`src/rtl/mem_access_unit.sv`:
```
// MEM-stage load/store front end for a word-wide data memory without byte
// enables. Ports: i_clock/i_reset (async active-low), pipeline request
// (i_valid, i_mem_read, i_mem_write, i_size, i_unsigned, i_byte_address,
// i_store_data), pipeline responses (o_stall, o_load_valid, o_load_data,
// o_misaligned), memory side (o_mem_*, i_mem_read_data).
// Optional macro MISALIGN_TRAP_EN: trap misaligned requests instead of
// truncating the offset.
module mem_access_unit #(
  parameter int NB_DATA      = 32,
  parameter int NB_ADDR      = 5,
  parameter int NB_BYTE_ADDR = 7
) (
  input  logic                    i_clock,
  input  logic                    i_reset,
  input  logic                    i_valid,
  input  logic                    i_mem_read,
  input  logic                    i_mem_write,
  input  logic [1:0]              i_size,
  input  logic                    i_unsigned,
  input  logic [NB_BYTE_ADDR-1:0] i_byte_address,
  input  logic [NB_DATA-1:0]      i_store_data,
  output logic                    o_stall,
  output logic                    o_load_valid,
  output logic [NB_DATA-1:0]      o_load_data,
  output logic                    o_misaligned,
  output logic                    o_mem_enable,
  output logic                    o_mem_read,
  output logic                    o_mem_write,
  output logic [NB_ADDR-1:0]      o_mem_address,
  output logic [NB_DATA-1:0]      o_mem_write_data,
  input  logic [NB_DATA-1:0]      i_mem_read_data
);

  typedef enum logic [1:0] {
    IDLE,
    LOAD_WAIT,
    RMW_MERGE
  } state_t;

  state_t               state;
  logic [NB_ADDR-1:0]   cap_addr;
  logic [1:0]           cap_off;
  logic                 cap_half;
  logic                 cap_word;
  logic                 cap_uns;
  logic [15:0]          cap_data;

  logic                 is_write;
  logic                 is_read;
  logic                 req;
  logic                 sz_half;
  logic                 sz_word;
  logic [1:0]           raw_off;
  logic [1:0]           off;
  logic                 trap;
  logic                 go;
  logic                 acc_load;
  logic                 acc_sw;
  logic                 acc_rmw;

  logic [NB_DATA-1:0]   shifted;
  logic [NB_DATA-1:0]   load_ext;
  logic [NB_DATA-1:0]   mask;
  logic [NB_DATA-1:0]   rep;
  logic [NB_DATA-1:0]   merged;

  assign is_write = i_mem_write;
  assign is_read  = i_mem_read & ~i_mem_write;
  assign req      = i_valid & (is_write | is_read);
  assign sz_half  = (i_size == 2'b01);
  assign sz_word  = i_size[1];
  assign raw_off  = i_byte_address[1:0];

`ifdef MISALIGN_TRAP_EN
  logic mis;
  assign mis  = (sz_half & raw_off[0]) | (sz_word & |raw_off);
  assign trap = req & mis & (state == IDLE);
  assign off  = raw_off;
`else
  assign trap = 1'b0;
  assign off  = sz_word ? 2'b00 :
                sz_half ? {raw_off[1], 1'b0} : raw_off;
`endif

  assign go       = req & ~trap & (state == IDLE);
  assign acc_load = go & is_read;
  assign acc_sw   = go & is_write & sz_word;
  assign acc_rmw  = go & is_write & ~sz_word;

  // Lane extraction for loads: shift the addressed lane down to bit 0.
  assign shifted = i_mem_read_data >> {cap_off, 3'b000};

  always_comb begin
    load_ext = '0;
    unique case (1'b1)
      cap_word: load_ext = i_mem_read_data;
      cap_half: load_ext = {{16{~cap_uns & shifted[15]}},
                            shifted[15:0]};
      default:  load_ext = {{24{~cap_uns & shifted[7]}},
                            shifted[7:0]};
    endcase
  end

  // Read-modify-write merge of the captured sub-word into the fetched word.
  assign mask   = (cap_half ? NB_DATA'(16'hFFFF) : NB_DATA'(8'hFF))
                  << {cap_off, 3'b000};
  assign rep    = cap_half ? {2{cap_data}} : {4{cap_data[7:0]}};
  assign merged = (i_mem_read_data & ~mask) | (rep & mask);

  always_ff @(posedge i_clock or negedge i_reset) begin
    if (!i_reset) begin
      state    <= IDLE;
      cap_addr <= '0;
      cap_off  <= '0;
      cap_half <= 1'b0;
      cap_word <= 1'b0;
      cap_uns  <= 1'b0;
      cap_data <= '0;
    end else begin
      unique case (state)
        IDLE: begin
          if (acc_load) begin
            state    <= LOAD_WAIT;
            cap_off  <= off;
            cap_half <= sz_half;
            cap_word <= sz_word;
            cap_uns  <= i_unsigned;
          end else if (acc_rmw) begin
            state    <= RMW_MERGE;
            cap_addr <= i_byte_address[NB_BYTE_ADDR-1:2];
            cap_off  <= off;
            cap_half <= sz_half;
            cap_word <= 1'b0;
            cap_data <= i_store_data[15:0];
          end
        end
        LOAD_WAIT: state <= IDLE;
        RMW_MERGE: state <= IDLE;
        default:   state <= IDLE;
      endcase
    end
  end

  // Everything is forced low while reset is held, so a pending RMW write
  // never reaches memory.
  always_comb begin
    o_stall          = 1'b0;
    o_load_valid     = 1'b0;
    o_load_data      = '0;
    o_misaligned     = 1'b0;
    o_mem_enable     = 1'b0;
    o_mem_read       = 1'b0;
    o_mem_write      = 1'b0;
    o_mem_address    = '0;
    o_mem_write_data = '0;
    if (i_reset) begin
      unique case (state)
        IDLE: begin
          o_misaligned = trap;
          o_stall      = acc_load | acc_rmw;
          o_mem_enable = acc_load | acc_sw | acc_rmw;
          o_mem_read   = acc_load | acc_rmw;
          o_mem_write  = acc_sw;
          if (go)
            o_mem_address = i_byte_address[NB_BYTE_ADDR-1:2];
          if (acc_sw)
            o_mem_write_data = i_store_data;
        end
        LOAD_WAIT: begin
          o_load_valid = 1'b1;
          o_load_data  = load_ext;
        end
        RMW_MERGE: begin
          o_mem_enable     = 1'b1;
          o_mem_write      = 1'b1;
          o_mem_address    = cap_addr;
          o_mem_write_data = merged;
        end
        default: ;
      endcase
    end
  end

endmodule

```
`config.mk`:
```
export PLATFORM = sky130hd
export DESIGN_NAME = mem_access_unit
export DESIGN_NICKNAME = d
export VERILOG_FILES = /design/src/rtl/mem_access_unit.sv
export SDC_FILE = /design/constraint.sdc
export NUM_CORES = 1
export LEC_CHECK = 0
export BUFFER_PORTS_ARGS = -buffer_cell sky130_fd_sc_hd__buf_2
export CAP_MARGIN = 20
export CORE_ASPECT_RATIO = 2
export CORE_MARGIN = 2
export CORE_UTILIZATION = 26
export CTS_BUF_LIST = sky130_fd_sc_hd__clkbuf_2
export DETAILED_ROUTE_END_ITERATION = 7
export PLACE_DENSITY = 0.59
export SLEW_MARGIN = 20
export SYNTH_ARGS = -nofsm -noshare
export SYNTH_HDL_FRONTEND = slang
export SYNTH_SLANG_ARGS = --single-unit
```
`constraint.sdc`:
```
create_clock -name i_clock -period 2.61 [get_ports i_clock]
set_clock_uncertainty 0.2 [all_clocks]
set_input_delay 0.1305 -clock i_clock [delete_from_list [all_inputs] [get_ports i_clock]]
set_output_delay 0.1305 -clock i_clock [all_outputs]
set_load 0.05 [all_outputs]
```
==> results of run 1 <==
-- worst paths after layout --
check / to / cells after the start
setup / recovery: o_load_data[11] / 7
hold / removal: state[1]$_DFFE_PN0P_ / 4
setup reg to reg: cap_off[1]$_DFFE_PN0P_ / 5
hold reg to reg: cap_data[12]$_DFFE_PN0P_ / 1
max in group asynchronous: cap_addr[2]$_DFFE_PN0P_ / 3
min in group asynchronous: cap_data[1]$_DFFE_PN0P_ / 3
-- through the flow --
stage / TNS, ps / utilization, %
detailed placement: 0 / 35.2
global route: -59.5 / 40.2
finish: 0 / 40.2
floorplan: 0 / -
global placement: 0 / 35.2
CTS: 0 / 38.8
-- worst register-to-register path, stage by stage, from the launching register on --
cell and delay, ps:
dfrtp_1 480, nor2_2 170, o211a_1 300, nand2_1 200, mux2i_1 160, dlygate4sd3_1 560
-- metal layers --
metal	vias up	GRT usage [%]	wire, µm
li1	1678	-	-
met1	1670	21.2	4410
met2	144	36.0	6330
met3	39	1.68	597
met4	0	11.8	642
met5	-	0	0
-- logic make-up (layout without fill, tap and decap cells) --
| family | Yosys count | in the layout | synth area share (%) |
|---|---|---|---|
| AOI/OAI and AO/OA | 129 | 129 | 31.7 |
| DFF | 28 | 28 | 25.1 |
| buffers and inverters | 43 | 220 | 7.32 |
| other | 1 | 2 | 0.135 |
| and+or+nand+nor | 113 | 113 | 17.7 |
| muxes | 45 | 45 | 18.0 |
-- registers in the layout, indices dropped and copies added, names as in the netlist --
| signal | cells |
|---|---|
| cap_addr | 5 |
| cap_data | 16 |
| cap_half | 1 |
| cap_off | 2 |
| cap_uns | 1 |
| cap_word | 1 |
| state | 2 |
-- cell usage after synthesis, types with 2 or more instances --
master	instances	share of area, %
buf_4	4	1.1
nor2_2	3	0.67
o221ai_1	16	5.0
o21ai_0	29	5.2
nor2_1	23	3.1
a22oi_1	15	4.0
dfrtp_1	28	25
o2bb2ai_1	8	2.5
o22a_1	8	2.5
mux2i_1	13	4.7
clkbuf_1	15	2.0
buf_6	2	0.81
o211ai_1	6	1.6
nand2_1	63	8.5
a21oi_1	31	5.6
nand3_1	8	1.4
mux2_2	31	13
nand2b_1	5	1.1
a221oi_1	7	2.2
o21ai_1	4	0.72
buf_2	10	1.8
inv_1	11	1.5
nand3b_1	4	1.1
-- area by class of cell --
| cell class | instances | area, µm² | share of cell area, % |
|---|---|---|---|
| Tap cell | 137 | 171 | 4.07 |
| Sequential cell | 28 | 702 | 16.7 |
| Inverter | 12 | 45.0 | 1.07 |
| Antenna cell | 1 | 2.50 | 0.0595 |
| Clock inverter | 1 | 3.75 | 0.0892 |
| Multi-Input combinational cell | 288 | 1940 | 46.0 |
| Clock buffer | 3 | 15.0 | 0.357 |
| Timing Repair Buffer | 204 | 1330 | 31.7 |
-- what timing repair did --
| item | CTS | global route |
|---|---|---|
| gates resized for setup | 7 | 44 |
| setup endpoints to repair | 23 | 59 |
| pin swaps | 1 | 3 |
| setup buffers | 1 | 3 |
| hold endpoints to repair | 56 | 0 |
| hold buffers | 31 | 0 |
-- power breakdown --
part / total (W) / internal [W] / switching [W] / leakage [nW]
Combinational: 0.00103 / 0.000431 / 0.000594 / 1.60
Clock: 0.000168 / 0.0000332 / 0.000135 / 0.0140
Sequential: 0.000597 / 0.000521 / 0.0000767 / 0.339
==> summary.txt, run 1 <==
Status
  • Status: complete, no violations

Logic synthesis
  • Gate Count Post-Synth: roughly 360
  • Ys async rst share: 100%
  • Synthesized cell area: 2790 µm²
  • Register area share after synthesis: about 25%
  • Syn_area_per_cell: 7.76 µm²
  • Yosys cell types: 38
  • Syn Nets: 438
  • Post-synth EDFFs: 0
  • YS warnings: 0
  • Main synth FF type: dfrtp_1
  • Post-synthesis register bit count: 28

Timing
  • Setup Viol. Count Final: 0
  • Setup ws final: 93.3 ps
  • Fmax achieved: 397 MHz
  • RSZ-0062 raised after global routing: yes
  • Final hold vios: 0
  • Min Hold Slack: 34.9 ps
  • Final min period: 2520 ps
  • Max-slew violations: 0
  • Fin crit share: roughly 96%

Placed design
  • Post-Place Cells: 634
  • Hpwl dp: 9590 µm
  • Routability congestion estimate from global placement: between 0.9 and 1
  • DP Area: 3690 µm²
  • IO buf count: 152
  • Post-Place Worst Slack: 445 ps

Setup path
  • Startpoint types: register
  • WP buf/inv: 4
  • Worst Setup SP: cap_off[0]$_DFFE_PN0P_
  • Top Family by Delay on Critical Path: buffers and inverters
  • CP required: 2280 ps
  • CP max stage cell: dfrtp_1
  • Arrival @ worst endpoint: 2190 ps
  • FF-to-FF setup slack: 480 ps
  • Crit. End Element: output pin
  • Reg2Reg Launch Point: state[1]$_DFFE_PN0P_
  • Slowest stage delay, CP: about 500 ps
  • Setup CP Type: reg2out
  • Critical Path, Cell by Cell: buf_8 > buf_8 > nor3_2 > buf_4 > a221oi_1 > a21oi_1 > buf_4
  • Crit path max fanout: 22

Pwr
  • Leakage power: 1.95 nW
  • Maximum vdd drop: 241 µV
  • Total power: 0.00179 W
  • Pwr Density: 425 nW/µm²

GRT
  • GRT Overall Usage: 19.5%
  • Largest net degree at the start of global routing: 32
  • Antenna violations before repair: 1
  • First-pass GRT wire length: 17900 µm
  • Grt ovf: 0
  • Vias in the first global route: approximately 3500

Floorplanning
  • Core Rows: 53
  • Die width: 77.2 µm
  • Die height: 150 µm
  • CORE AREA: 10500 µm²
  • Initial Utilization: 26.6%
  • Die area: around 12000 µm²
  • Boundary Pins: 154

Job
  • Max Cap Viol: 0

Route
  • Routed Antenna Nets: 0
  • DR WL/cell: 17.8 µm
  • DRC: 0
  • Iter 0 DRT Violations: ~170
  • WL final: 12000 µm
  • Via-to-Cell Ratio: approximately 5.2
  • Initial DRT Pass Iterations: 4
  • Routed vias: ~3500

Clock tree
  • Clk pin slew, worst setup/hold paths: 270 ps
  • Worst skew pair latency: 390 ps
  • Clk root buf: clkbuf_2
  • H-tree Lvls: 1
  • TritonCTS Sinks: 28
  • CTS tree: done
  • CTS Buffer Depth: 2
  • Num CTS Buffers: 3

Final layout
  • Fraction of layout cells with a size suffix above 1: 42.9%
  • Finished Layout Cells: 674
  • Area grow syn2layout: 51.1%
  • Most frequent cells in the layout: buf_2, nand2_1, a21oi_1, mux2_2, dlygate4sd3_1
  • Final instance area: 4210 µm²
  • Most common cell after layout, fill and taps aside: buf_2
  • Nets: 616
  • Final-layout fill cell count: approximately 1200

Min path
  • Min-delay worst type: in2reg
  • Min-delay src: i_mem_write
No activity file was read; power rests on OpenSTA's default activity.
==> run 2: changes to the inputs <==
==> constraint.sdc (replaced) <==
create_clock -name i_clock -period 2.61 [get_ports i_clock]
set_clock_uncertainty 0.2 [all_clocks]
set_input_delay 0.1305 -clock i_clock [delete_from_list [all_inputs] [get_ports i_clock]]
set_output_delay 0.1305 -clock i_clock [all_outputs]
set_load 0.005 [all_outputs]
==> run 2 against run 1 <==
  * Critical path depth fell by 1
  * Count of clock-buffer cells in the layout is the same
  * Hold slack got worse by 10 ps
  * Sequential power shrank 2%
  * Cell area fell by 3.6%
  * Non-clock buffer count fell by 4
  * First-iteration DRC count shrank 36%
==> summary.txt, run 2 (synthesized netlist as in run 1, its figures left out) <==
GRT
  • Vias in the first global route: 3388 (-3.8%)
  • GRT Overall Usage: 19.9% (+0.40 points)
  • First-pass GRT wire length: 18100 µm (+1.1%)
  • Grt ovf: 0 (unchanged)
  • Antenna violations before repair: 1 (unchanged)
  • Largest net degree at the start of global routing: 26 (-19%)

Timing
  • Worst slew margin: 62.5%
  • Setup Viol. Count Final: 0 (unchanged)
  • Fmax achieved: 394 MHz (-0.90%)
  • Setup TNS: 0 ps (unchanged)
  • Max-slew violations: 0 (unchanged)
  • RSZ-0062 raised after global routing: no
  • Fin crit share: 97.3% (+0.88 points)
  • Setup ws final: 70.5 ps (-22.9 ps)
  • Final hold vios: 0 (unchanged)
  • Final min period: 2540 ps (+22.9 ps)
  • Worst Tran Pin Value: 560 ps

Floorplanning
  • Boundary Pins: 154 (unchanged)
  • Die area: 11600 µm² (unchanged)
  • Core Rows: 53 (unchanged)
  • Die width: 77.2 µm (unchanged)
  • Die height: 150 µm (unchanged)
  • Initial Utilization: 26.6% (unchanged)
  • CORE AREA: 10500 µm² (unchanged)

Setup path
  • Startpoint types: register
  • Slowest stage delay, CP: 440 ps (-60 ps)
  • Arrival @ worst endpoint: 2210 ps (+20 ps)
  • Critical Path, Cell by Cell: buf_4 > nand2b_1 > o22a_1 > o221ai_1 > a21oi_1 > buf_2
  • Top Family by Delay on Critical Path: compound AO/OA/AOI/OAI gates
  • Crit path max fanout: 13 (-41%)
  • CP max stage cell: dfrtp_1
  • WP buf/inv: 2 (-2)
  • Crit. End Element: output pin
  • Setup CP Type: reg2out
  • CP required: 2280 ps (about the same)

Clock tree
  • Num CTS Buffers: 3 (unchanged)
  • Worst skew pair latency: 420 ps (+30 ps)
  • Clk root buf: clkbuf_2
  • CTS Buffer Depth: 2 (unchanged)
  • CTS tree: done
  • H-tree Lvls: 1 (unchanged)
  • Number of post-CTS setup repair buffers: 0 (-1)
  • Clk pin slew, worst setup/hold paths: 270 ps (about the same)
  • TritonCTS Sinks: 28 (unchanged)

Placed design
  • Post-Place Worst Slack: 319 ps (-126 ps)
  • IO buf count: 152 (unchanged)
  • Routability congestion estimate from global placement: 0.901 (-3.7%)
  • Hpwl dp: 9590 µm (about the same)
  • DP Area: 3690 µm² (about the same)

Job
  • Max Cap Viol: 0 (unchanged)

Route
  • Routed Antenna Nets: 0 (unchanged)
  • Via-to-Cell Ratio: 5.13 (-2.0%)
  • Iter 0 DRT Violations: 109 (-36%)
  • DR WL/cell: 17.7 µm (-0.52%)
  • DRC: 0 (unchanged)
  • Routed vias: 3440 (-2.6%)
  • Initial DRT Pass Iterations: 5 (+1)
  • WL final: 11800 µm (-1.1%)

Final layout
  • Register area: 702 µm² (unchanged)
  • Multi-input logic area: 1900 µm² (-1.9%)
  • Regs by FF count: cap_data x16, cap_addr x5
  • Fraction of layout cells with a size suffix above 1: 40.2% (-2.7 points)
  • Reg with most FFs: cap_data
  • Max reg flops: 16 (unchanged)
  • Area grow syn2layout: 45.6%
  • Final instance area: 4060 µm² (-3.6%)
  • Nets: 612 (-0.65%)
  • Final-layout fill cell count: 1165 (+0.69%)
  • Most common cell after layout, fill and taps aside: buf_2
  • Most frequent cells in the layout: buf_2, nand2_1, dlygate4sd3_1

Pwr
  • Leakage power: 1.92 nW (-1.6%)
  • Maximum vdd drop: 172 µV (-29%)
  • Pwr Density: 391 nW/µm² (-8.1%)

Min path
  • Min-delay worst type: in2async

Status
  • Status: complete, no violations
run 2: cell types whose count changed in the layout (fill, tap and decap cells not counted), moves of 3 or more:
| cell | delta |
|---|---|
| buf_2 | +21 |
| buf_4 | -8 |
| buf_6 | -3 |
| clkbuf_4 | -13 |
run 2: worst paths after layout:
path                                    startpoint                      end  slack, ps  cells past startpoint
max                           cap_half$_DFFE_PN0P_     o_mem_write_data[26]         70                      6
min                                        i_reset  cap_data[9]$_DFFE_PN0P_         20                      3
max reg2reg                   state[1]$_DFFE_PN0P_   cap_off[1]$_DFFE_PN0P_        390                      5
min reg2reg                cap_data[8]$_DFFE_PN0P_  cap_data[8]$_DFFE_PN0P_        340                      1
max in group asynchronous                  i_reset  cap_data[2]$_DFFE_PN0P_       1720                      4
min in group i_clock                    i_mem_read     cap_word$_DFFE_PN0P_         40                      3
run 2: worst reg2reg max path, delay by kind of cell, from the launching register on:
kind            cells  cell delay (ps)
compound gates      1              300
buf+inv             1              580
flops               1              480
mux                 1              210
simple gates        2              410
run 2: layout make-up:
class,instances,area share (%)
multi-input combinational,288,46.9
clock buffer,3,0.370
inverter,12,1.11
sequential,28,17.3
antenna,1,0.0617
clock inverter,1,0.0925
tap,137,4.23
timing repair buffer,200,30.0
run 2: through the flow:
step | instances | power [W] | hold slack (ps) | utilization, %
after CTS | 669 | 0.00159 | 7.24 | 38.6
final | 670 | 0.00158 | 24.6 | 38.7
after global routing | 670 | 0.00170 | 3.36 | 38.7
after detailed placement | 632 | 0.00138 | -80.6 | 35.2
after global placement | 632 | 0.00136 | -82.3 | 35.2
after floorplan | 359 | 0.00109 | -365 | -
run 2: layer usage:
metal  part of all wire (%)  global-route usage [%]
met3                    4.7                    1.56
met2                     55                    37.7
met5                      0                       0
met4                    2.8                    10.0
met1                     37                    21.8
run 2: timing repair:
| item | CTS | global route |
|---|---|---|
| hold buffers | 33 | 0 |
| hold endpoints to repair | 56 | 0 |
| pin swaps | 0 | 2 |
| setup endpoints to repair | 15 | 25 |
| gates resized for setup | 2 | 3 |
run 2: power breakdown:
part | switching [W] | internal (W)
Combinational | 0.000450 | 0.000381
Clock | 0.000133 | 0.0000331
Sequential | 0.0000671 | 0.000521
==> run 3: changes to the inputs <==
==> constraint.sdc (replaced) <==
create_clock -name i_clock -period 2.61 [get_ports i_clock]
set_clock_uncertainty 0.2 [all_clocks]
set_input_delay 0.3915 -clock i_clock [delete_from_list [all_inputs] [get_ports i_clock]]
set_output_delay 0.3915 -clock i_clock [all_outputs]
set_load 0.005 [all_outputs]
==> run 3 against run 2 <==
  * Global-route usage shrank 0.36 points
  * Die area is the same
  * Wire length grew 1.9%
  * Non-clock buffer count shrank 13
  * Via count grew 0.84%
  * First-iteration DRC count grew 25%
  * Critical path type unchanged
  * Register-to-register slack gained 410 ps
  * Cell area grew 3.6%
  * Maximum frequency shrank 1.9%
  * Core utilization grew 1.4 points
  * Count of clock-buffer cells in the layout is the same
  * Total power grew 13%
==> summary.txt, run 3 (synthesized netlist as in run 1, its figures left out) <==
GRT
  • GRT Overall Usage: 19.5% (-0.36 points)
  • Largest net degree at the start of global routing: 32 (+23%)
  • Antenna violations before repair: 2 (+1)
  • Vias in the first global route: 3370 (-0.53%)
  • Grt ovf: 0 (unchanged)
  • First-pass GRT wire length: 17800 µm (-1.7%)

Clock tree
  • TritonCTS Sinks: 28 (unchanged)
  • Worst skew pair latency: 390 ps (-30 ps)
  • Clk root buf: clkbuf_2
  • Clk pin slew, worst setup/hold paths: 260 ps (about the same)
  • CTS tree: done
  • Num CTS Buffers: 3 (unchanged)
  • CTS Buffer Depth: 2 (unchanged)
  • H-tree Lvls: 1 (unchanged)

Final layout
  • Reg with most FFs: cap_data
  • Max reg flops: 16 (unchanged)
  • Fin util: 40.1% (+1.4 points)
  • Most frequent cells in the layout: buf_2, nand2_1, a21oi_1, dfrtp_1, mux2_2
  • Most common cell after layout, fill and taps aside: buf_2
  • Fraction of layout cells with a size suffix above 1: 50.8% (+11 points)
  • Regs by FF count: cap_data x16, cap_addr x5
  • Nets: 599 (-2.1%)
  • Area grow syn2layout: 50.8%

Pwr
  • Psw: 0.000736 W (+13%)
  • Int Pwr: 0.00105 W (+12%)
  • Sequential group share of total power: 33.8% (-3.3 points)
  • Maximum vdd drop: 191 µV (+11%)
  • Net Sw Frac: 41.2% (+0.18 points)
  • Comb power frac: 57.1% (+4.7 points)
  • Clock power share: 9.1% (-1.4 points)
  • Leakage power: 1.95 nW (+1.6%)
  • Pwr Density: 425 nW/µm² (+8.8%)

Setup path
  • Startpoint types: register
  • Crit. End Element: output pin
  • Cells on worst reg2reg path: 5 (unchanged)
  • Arrival @ worst endpoint: 2000 ps (-210 ps)
  • Setup CP Type: reg2out
  • CP required: 2020 ps (-260 ps)
  • Crit path max fanout: 16 (+3)

Timing
  • Setup Viol. Count Final: 0 (unchanged)
  • Final hold vios: 0 (unchanged)
  • Max-slew violations: 0 (unchanged)
  • Worst Tran Pin Value: 529 ps (-31.3 ps)
  • RSZ-0062 raised after global routing: yes
  • Fmax achieved: 386 MHz (-1.9%)
  • Setup TNS: 0 ps (unchanged)
  • Final min period: 2590 ps (+48.4 ps)
  • Min Hold Slack: 27.3 ps (+2.72 ps)
  • Worst slew margin: 64.7% (+2.3 points)
  • Fin crit share: 99.2% (+1.9 points)

Floorplanning
  • CORE AREA: 10500 µm² (unchanged)
  • Initial Utilization: 26.6% (unchanged)
  • Core Rows: 53 (unchanged)
  • Die width: 77.2 µm (unchanged)
  • Boundary Pins: 154 (unchanged)
  • Die height: 150 µm (unchanged)
  • Die area: 11600 µm² (unchanged)

Route
  • Via-to-Cell Ratio: 5.28 (+2.8%)
  • DR WL/cell: 18.4 µm (+3.9%)
  • Routed vias: 3469 (+0.84%)
  • WL final: 12100 µm (+1.9%)
  • Initial DRT Pass Iterations: 4 (-1)
  • Routed Antenna Nets: 0 (unchanged)
  • Iter 0 DRT Violations: 136 (+25%)
  • DRC: 0 (unchanged)

Job
  • Max Cap Viol: 0 (unchanged)

Min path
  • Min-delay worst type: in2reg
  • Hold path cells: 2

Placed design
  • Routability congestion estimate from global placement: 0.913 (+1.2%)
  • IO buf count: 152 (unchanged)
  • Hpwl dp: 9680 µm (+0.95%)

Status
  • Status: complete, no violations
==> run 3: cell types whose count changed in the layout (fill, tap and decap cells not counted), sizes merged <==
cell	delta
diode	+1
clkbuf	+1
clkinv	-1
dlygate4sd3	-29
bufbuf	+1
buf	+14
==> run 3: repair_timing <==
item / in CTS / in global routing
pin swaps: 1 / 2
hold buffers: 4 / 0
setup buffers: 3 / 3
cloned: 1 / 1
hold endpoints to repair: 19 / 0
endpoints found under the setup margin: 55 / 59
gates resized for setup: 17 / 59
==> run 3: path summary, 6_finish.rpt <==
kind / slack [ps] / end / start
worst min-delay path: 30 / cap_addr[2]$_DFFE_PN0P_ / i_byte_address[4]
worst max-delay path: 20 / o_load_data[27] / cap_off[0]$_DFFE_PN0P_
worst min register to register: 340 / cap_data[14]$_DFFE_PN0P_ / cap_data[14]$_DFFE_PN0P_
max in group asynchronous: 1430 / cap_data[13]$_DFFE_PN0P_ / i_reset
worst max register to register: 800 / cap_data[13]$_DFFE_PN0P_ / state[1]$_DFFE_PN0P_
min in group asynchronous: 270 / state[1]$_DFFE_PN0P_ / i_reset
==> run 3: worst max-delay path, stage by stage (launching register included) <==
cell,delay [ps]
dfrtp_2,490
mux4_2,580
a22oi_4,170
buf_12,160
o21ai_1,70
buf_2,140
==> run 3: per-stage QoR <==
stage	std cells	cell area, µm²	setup slack [ps]	power (W)
global route	657	4200	-86.2	0.00190
detailed placement	640	3750	161	0.00140
finish	657	4200	22.0	0.00179
global placement	640	3750	186	0.00139
CTS	651	3940	6.34	0.00164
floorplan	359	2790	626	0.00109
==> run 3: layout make-up <==
class	count	area (µm²)
Multi-Input combinational cell	288	2120
Clock buffer	3	15.0
Fill cell	1171	6280
Inverter	12	45.0
Timing Repair Buffer	187	1140
Sequential cell	28	704
Tap cell	137	171
Antenna cell	2	5.00
==> run 3: layer usage <==
metal  global-route usage, %  vias up  share of wire [%]
met3                    1.74       29                3.5
met4                    10.8        0                3.7
met1                    21.6     1677                 38
met5                       0        -                  0
met2                    36.2      113                 55
li1                        -     1650                  -
==> run 3: power groups by stage <==
stage / clock [W] / combinational [W] / sequential (W)
detailed placement: 0 / 0.000804 / 0.000599
global route: 0.000182 / 0.00110 / 0.000619
CTS: 0.000164 / 0.000890 / 0.000590
floorplan: 0 / 0.000513 / 0.000578
global placement: 0 / 0.000796 / 0.000594
finish: 0.000162 / 0.00102 / 0.000604
